==> src/rtl/shift_pkg.sv <==
// Shared constants and FSM encoding for the shifter / unshifter datapath.
package shift_pkg;

  localparam int SHIFT_IN_W  = 5;
  localparam int SHIFT_OUT_W = 4;
  localparam int SHIFT_AMT_W = 3;

  typedef enum logic [1:0] {
    IDLE,
    SHIFT,
    DONE
  } state_t;

endpackage

==> src/rtl/rshift_stage.sv <==
// One-bit logical right-shift stage: each bit selects between hold and its left neighbour.
module rshift_stage #(
  parameter int W = 5
) (
  input  logic [W-1:0] data,
  input  logic         en,
  output logic [W-1:0] shifted,
  output logic         shifted_out
);

  assign shifted[W-1] = en ? 1'b0 : data[W-1];

  for (genvar i = 0; i < W - 1; i++) begin : g_bit
    assign shifted[i] = en ? data[i+1] : data[i];
  end

  assign shifted_out = data[0];

endmodule

==> src/rtl/serial_unshifter.sv <==
// Serial right-shifter that undoes a left shift one bit per clock, flagging lost bits and overflow.
module serial_unshifter
  import shift_pkg::*;
#(
  parameter int IN_W  = SHIFT_IN_W,
  parameter int OUT_W = SHIFT_OUT_W,
  parameter int AMT_W = SHIFT_AMT_W
) (
  input  logic             clk,
  input  logic             rst_n,
  input  logic             in_valid,
  output logic             in_ready,
  input  logic [IN_W-1:0]  y,
  input  logic [AMT_W-1:0] amt,
  output logic             out_valid,
  input  logic             out_ready,
  output logic [OUT_W-1:0] w,
  output logic             lost,
  output logic             ovf
);

  state_t            state, state_next;
  logic [IN_W-1:0]   data, data_shifted;
  logic [AMT_W-1:0]  cnt;
  logic              lost_q;
  logic              load, shift_en, shifted_out;

  rshift_stage #(.W(IN_W)) u_stage (
    .data        (data),
    .en          (shift_en),
    .shifted     (data_shifted),
    .shifted_out (shifted_out)
  );

  assign in_ready = rst_n & (state == IDLE);

  // NOTE: every signal written here gets a default first, so no path leaves it unassigned (no latch).
  always_comb begin
    state_next = state;
    load       = 1'b0;
    shift_en   = 1'b0;
    case (state)
      IDLE: begin
        if (in_valid && in_ready) begin
          load       = 1'b1;
          state_next = SHIFT;
        end
      end
      // amt==0 spends one hold cycle here so every amount has at least one cycle of latency.
      SHIFT: begin
        shift_en = (cnt != '0);
        if (cnt <= AMT_W'(1)) state_next = DONE;
      end
      DONE: begin
        if (out_ready) state_next = IDLE;
      end
      default: state_next = IDLE;
    endcase
  end

  // NOTE: sequential state uses non-blocking assignments so all registers update from pre-edge values.
  always_ff @(posedge clk or negedge rst_n) begin
    if (!rst_n) state <= IDLE;
    else        state <= state_next;
  end

  // NOTE: the datapath registers are reset too, since w/ovf are decoded straight from them.
  always_ff @(posedge clk or negedge rst_n) begin
    if (!rst_n) begin
      data   <= '0;
      cnt    <= '0;
      lost_q <= 1'b0;
    end else if (load) begin
      data   <= y;
      cnt    <= amt;
      lost_q <= 1'b0;
    end else if (shift_en) begin
      data   <= data_shifted;
      cnt    <= cnt - AMT_W'(1);
      lost_q <= lost_q | shifted_out;
    end
  end

  assign out_valid = (state == DONE);
  assign w         = data[OUT_W-1:0];
  assign lost      = lost_q;
  assign ovf       = |data[IN_W-1:OUT_W];

endmodule
==> config.mk <==
export PLATFORM = sky130hd
export DESIGN_NAME = serial_unshifter
export DESIGN_NICKNAME = d
export VERILOG_FILES = /design/src/rtl/shift_pkg.sv /design/src/rtl/rshift_stage.sv /design/src/rtl/serial_unshifter.sv
export SDC_FILE = /design/constraint.sdc
export NUM_CORES = 1
export LEC_CHECK = 0
export BUFFER_PORTS_ARGS = -buffer_cell sky130_fd_sc_hd__buf_4
export CAP_MARGIN = 20
export CORE_MARGIN = 3
export CORE_UTILIZATION = 31
export DETAILED_ROUTE_END_ITERATION = 8
export PLACE_DENSITY_LB_ADDON = 0.3
export SLEW_MARGIN = 30
export SYNTH_ARGS = -nofsm -noshare
export SYNTH_HDL_FRONTEND = slang
export SYNTH_SLANG_ARGS = --single-unit
==> constraint.sdc <==
create_clock -name clk -period 2.2 [get_ports clk]
set_input_delay 0.11 -clock clk [delete_from_list [all_inputs] [get_ports clk]]
set_output_delay 0.11 -clock clk [all_outputs]
set_load 0.005 [all_outputs]
==> results.json <==
{
  "outcome": "finished, final reports clean",
  "switching_share_pct": 36.9,
  "max_freq_mhz": 567,
  "post_cts.repair.setup_buffers": 0,
  "critical_path_required_ps": 2350,
  "ctsRootBufferMaster": "sky130_fd_sc_hd__clkbuf_4",
  "final_max_slew_viol_count": 0,
  "timing.final.crit_share_pct": 80.1,
  "grt_pass1_vias": 457,
  "share_comb_of_total_power_pct": 48.4,
  "total_negative_slack_ps": 0,
  "clk_latency_worst_skew_pair_ps": 260,
  "final.fill_count": 172,
  "detail-route-antenna-nets": 0,
  "num_rows": 14,
  "power_uw": 979,
  "drive_above_1_share_pct": 33.3,
  "top_cell_type_s_share_of_synthesized_area_pct": 48.2,
  "gp_routability_congestion": 0.737,
  "leakagePower_nw": 0.387,
  "initial_antenna_violation_count": 0,
  "clk_path_buf_depth": 2,
  "report.final.hold_viol_count": 0,
  "grt_max_degree": 14,
  "cts.sink_count": 11,
  "dpl.hpwl_um": 891,
  "cell_internal_pwr_uw": 618,
  "cts_resized": 0,
  "synth.cell_area_um2": 571,
  "worst_setup_path_end_kind": "register",
  "synth-seq-cells": 11,
  "port_buffers": 19,
  "critPathMaxFanout": 13,
  "slew-limit-headroom_pct": 70.8,
  "switching_power_uw": 362,
  "initial_utilization_pct": 35.4,
  "yosys.cell_types.count": 20,
  "pwr_density_cell_nw_per_um2": 1290,
  "wirelength_um": 1190,
  "clock-skew-final_ps": 1.53,
  "yosysSeqAreaShare_pct": 48.2,
  "finalCriticalPeriod_ps": 1760,
  "hold-path-cell-count": 3,
  "postCtsHoldBufs": 1,
  "seqPwrFrac_pct": 37.4,
  "drt-initial-drc-count": 16,
  "synth_fp_nets": 68,
  "floorplan_core_area_um2": 1610,
  "antenna_cells": 0,
  "setup.worst_path.start_class": "primary input",
  "setup-violations-final": 0,
  "numCtsBuffers": 3,
  "first_pass_iters": 4,
  "wl_per_cell_um": 12.0,
  "vias": 474,
  "tightestPinTransition_ps": 437,
  "number_of_warnings_printed_during_yosys_synthesis": 0,
  "ir_worst_vdd_mv": 0.500,
  "clkSlewWorstSetupHoldPaths_ps": 70,
  "maxCapViolations": 0,
  "share_clk_of_total_power_pct": 14.1,
  "area_enclosed_by_the_die_boundary_um2": 2390,
  "finalWorstSetupSlack_ps": 438,
  "flow.area_growth_from_synthesis_pct": 33.3,
  "cts_tree": "built",
  "netlist.top_cell.by_area": "sky130_fd_sc_hd__dfrtp_1",
  "die_x_um": 48.9,
  "timing.critical_path.arrival_ps": 1920,
  "die_height_um": 48.9,
  "synthesis.area_per_instance_um2": 10.8,
  "worst-r2r-cell-count": 4,
  "groute.usage.overall_pct": 11.1,
  "leading_cell_type_in_the_layout_fill_and_taps_excluded": "sky130_fd_sc_hd__buf_4",
  "most_used_cells_in_the_layout_excluding_fill_and_tap_cells": "sky130_fd_sc_hd__buf_4, sky130_fd_sc_hd__nand2_1, sky130_fd_sc_hd__dfrtp_1",
  "number_of_top_level_design_ports": 20,
  "drc": 0,
  "grt_overflow": 0,
  "cts-htree-levels": 1,
  "grt_first_pass_wirelength_um": 2080,
  "pre_cts_slack_ps": 584,
  "timing_worst_setup_path_type": "primary input to register",
  "postLayoutCoreUtil_pct": 47.2,
  "min-delay-path-class": "primary input to register",
  "synth.top_cells.by_area": "sky130_fd_sc_hd__dfrtp_1, sky130_fd_sc_hd__nand2_1, sky130_fd_sc_hd__ha_1, sky130_fd_sc_hd__a221o_1, sky130_fd_sc_hd__a22oi_1",
  "postSynthCellCount": 53,
  "unrepaired_setup_endpoints_after_global_routing": "false",
  "design.final.nets": 91,
  "via_per_inst": 4.79
}
## through the flow
stage / std cells / hold slack (ps) / area, µm²
final: 99 / 64.4 / 761
after global routing: 99 / 44.6 / 761
after CTS: 99 / 57.2 / 761
after detailed placement: 94 / -40.6 / 724
after global placement: 94 / -44.1 / 724
after floorplan: 53 / -186 / 571
## Yosys cell counts
| library cell | n |
|---|---|
| sky130_fd_sc_hd__ha_1 | 3 |
| sky130_fd_sc_hd__nor3b_1 | 2 |
| sky130_fd_sc_hd__nor2b_1 | 1 |
| sky130_fd_sc_hd__nand2b_2 | 1 |
| sky130_fd_sc_hd__nand2_1 | 11 |
| sky130_fd_sc_hd__a21oi_4 | 1 |
| sky130_fd_sc_hd__a221o_1 | 3 |
| sky130_fd_sc_hd__a21oi_1 | 1 |
| sky130_fd_sc_hd__inv_1 | 3 |
| sky130_fd_sc_hd__a22oi_1 | 4 |
| sky130_fd_sc_hd__a22o_1 | 3 |
| sky130_fd_sc_hd__and4bb_1 | 1 |
| sky130_fd_sc_hd__buf_6 | 1 |
| sky130_fd_sc_hd__nor2_1 | 2 |
| sky130_fd_sc_hd__o21ai_0 | 1 |
| sky130_fd_sc_hd__and2b_4 | 1 |
| sky130_fd_sc_hd__o21bai_1 | 1 |
| sky130_fd_sc_hd__buf_4 | 1 |
| sky130_fd_sc_hd__and2_1 | 1 |
| sky130_fd_sc_hd__dfrtp_1 | 11 |
## registers in the layout, indices dropped and copies added (netlist names)
name   flops
lost       1
cnt        3
data       5
state      2
## power by group through the flow
stage / sequential [mW] / clock, mW / combinational, mW
6_report: 0.367 / 0.138 / 0.474
5_1_grt: 0.385 / 0.159 / 0.533
4_1_cts: 0.368 / 0.142 / 0.484
3_5_place_dp: 0.372 / 0 / 0.477
3_3_place_gp: 0.369 / 0 / 0.470
2_1_floorplan: 0.362 / 0 / 0.320
## layer usage
metal | wire (µm) | up-vias | track usage (%)
li1 | - | 231 | -
met1 | 538 | 221 | 14.3
met2 | 549 | 22 | 17.2
met3 | 103 | 0 | 4.59
met4 | 0 | 0 | 2.84
met5 | 0 | - | 0
## critical path, stage by stage
cell,delay [ps]
sky130_fd_sc_hd__dlygate4sd3_1,530
sky130_fd_sc_hd__buf_4,200
sky130_fd_sc_hd__and4bb_1,500
sky130_fd_sc_hd__a21oi_4,110
sky130_fd_sc_hd__o21bai_1,180
sky130_fd_sc_hd__a221o_1,280
## layout make-up
cell class / count / area [µm²] / area share [%]
Clock buffer: 4 / 26.3 / 3.45
Inverter: 3 / 11.3 / 1.48
Multi-Input combinational cell: 37 / 265 / 34.9
Sequential cell: 11 / 275 / 36.2
Tap cell: 24 / 30.0 / 3.95
Timing Repair Buffer: 20 / 153 / 20.1
## cell families (layout without fill, tap and decap cells)
kind of cell | Yosys count | after routing | synth area share (%)
buffers and inverters | 5 | 27 | 5.26
AO/OA/AOI/OAI | 14 | 14 | 21.1
adder cells (fa/ha/maj) | 3 | 3 | 6.58
flip-flops | 11 | 11 | 48.2
AND/OR/NAND/NOR | 20 | 20 | 18.9
## worst paths after layout
check                                           end                  from  slack [ps]
worst max-delay path             cnt[2]$_DFFE_PN0P_                 rst_n         440
worst min-delay path            data[0]$_DFFE_PN0P_                  y[0]          60
min in group asynchronous        cnt[2]$_DFFE_PN0P_                 rst_n         220
max in group asynchronous       data[2]$_DFFE_PN0P_                 rst_n        1830
worst max register to register   cnt[2]$_DFFE_PN0P_  state[1]$_DFFE_PN0P_         560
worst min register to register     lost$_DFFE_PN0P_      lost$_DFFE_PN0P_         510
No activity file was read; power rests on OpenSTA's default activity.
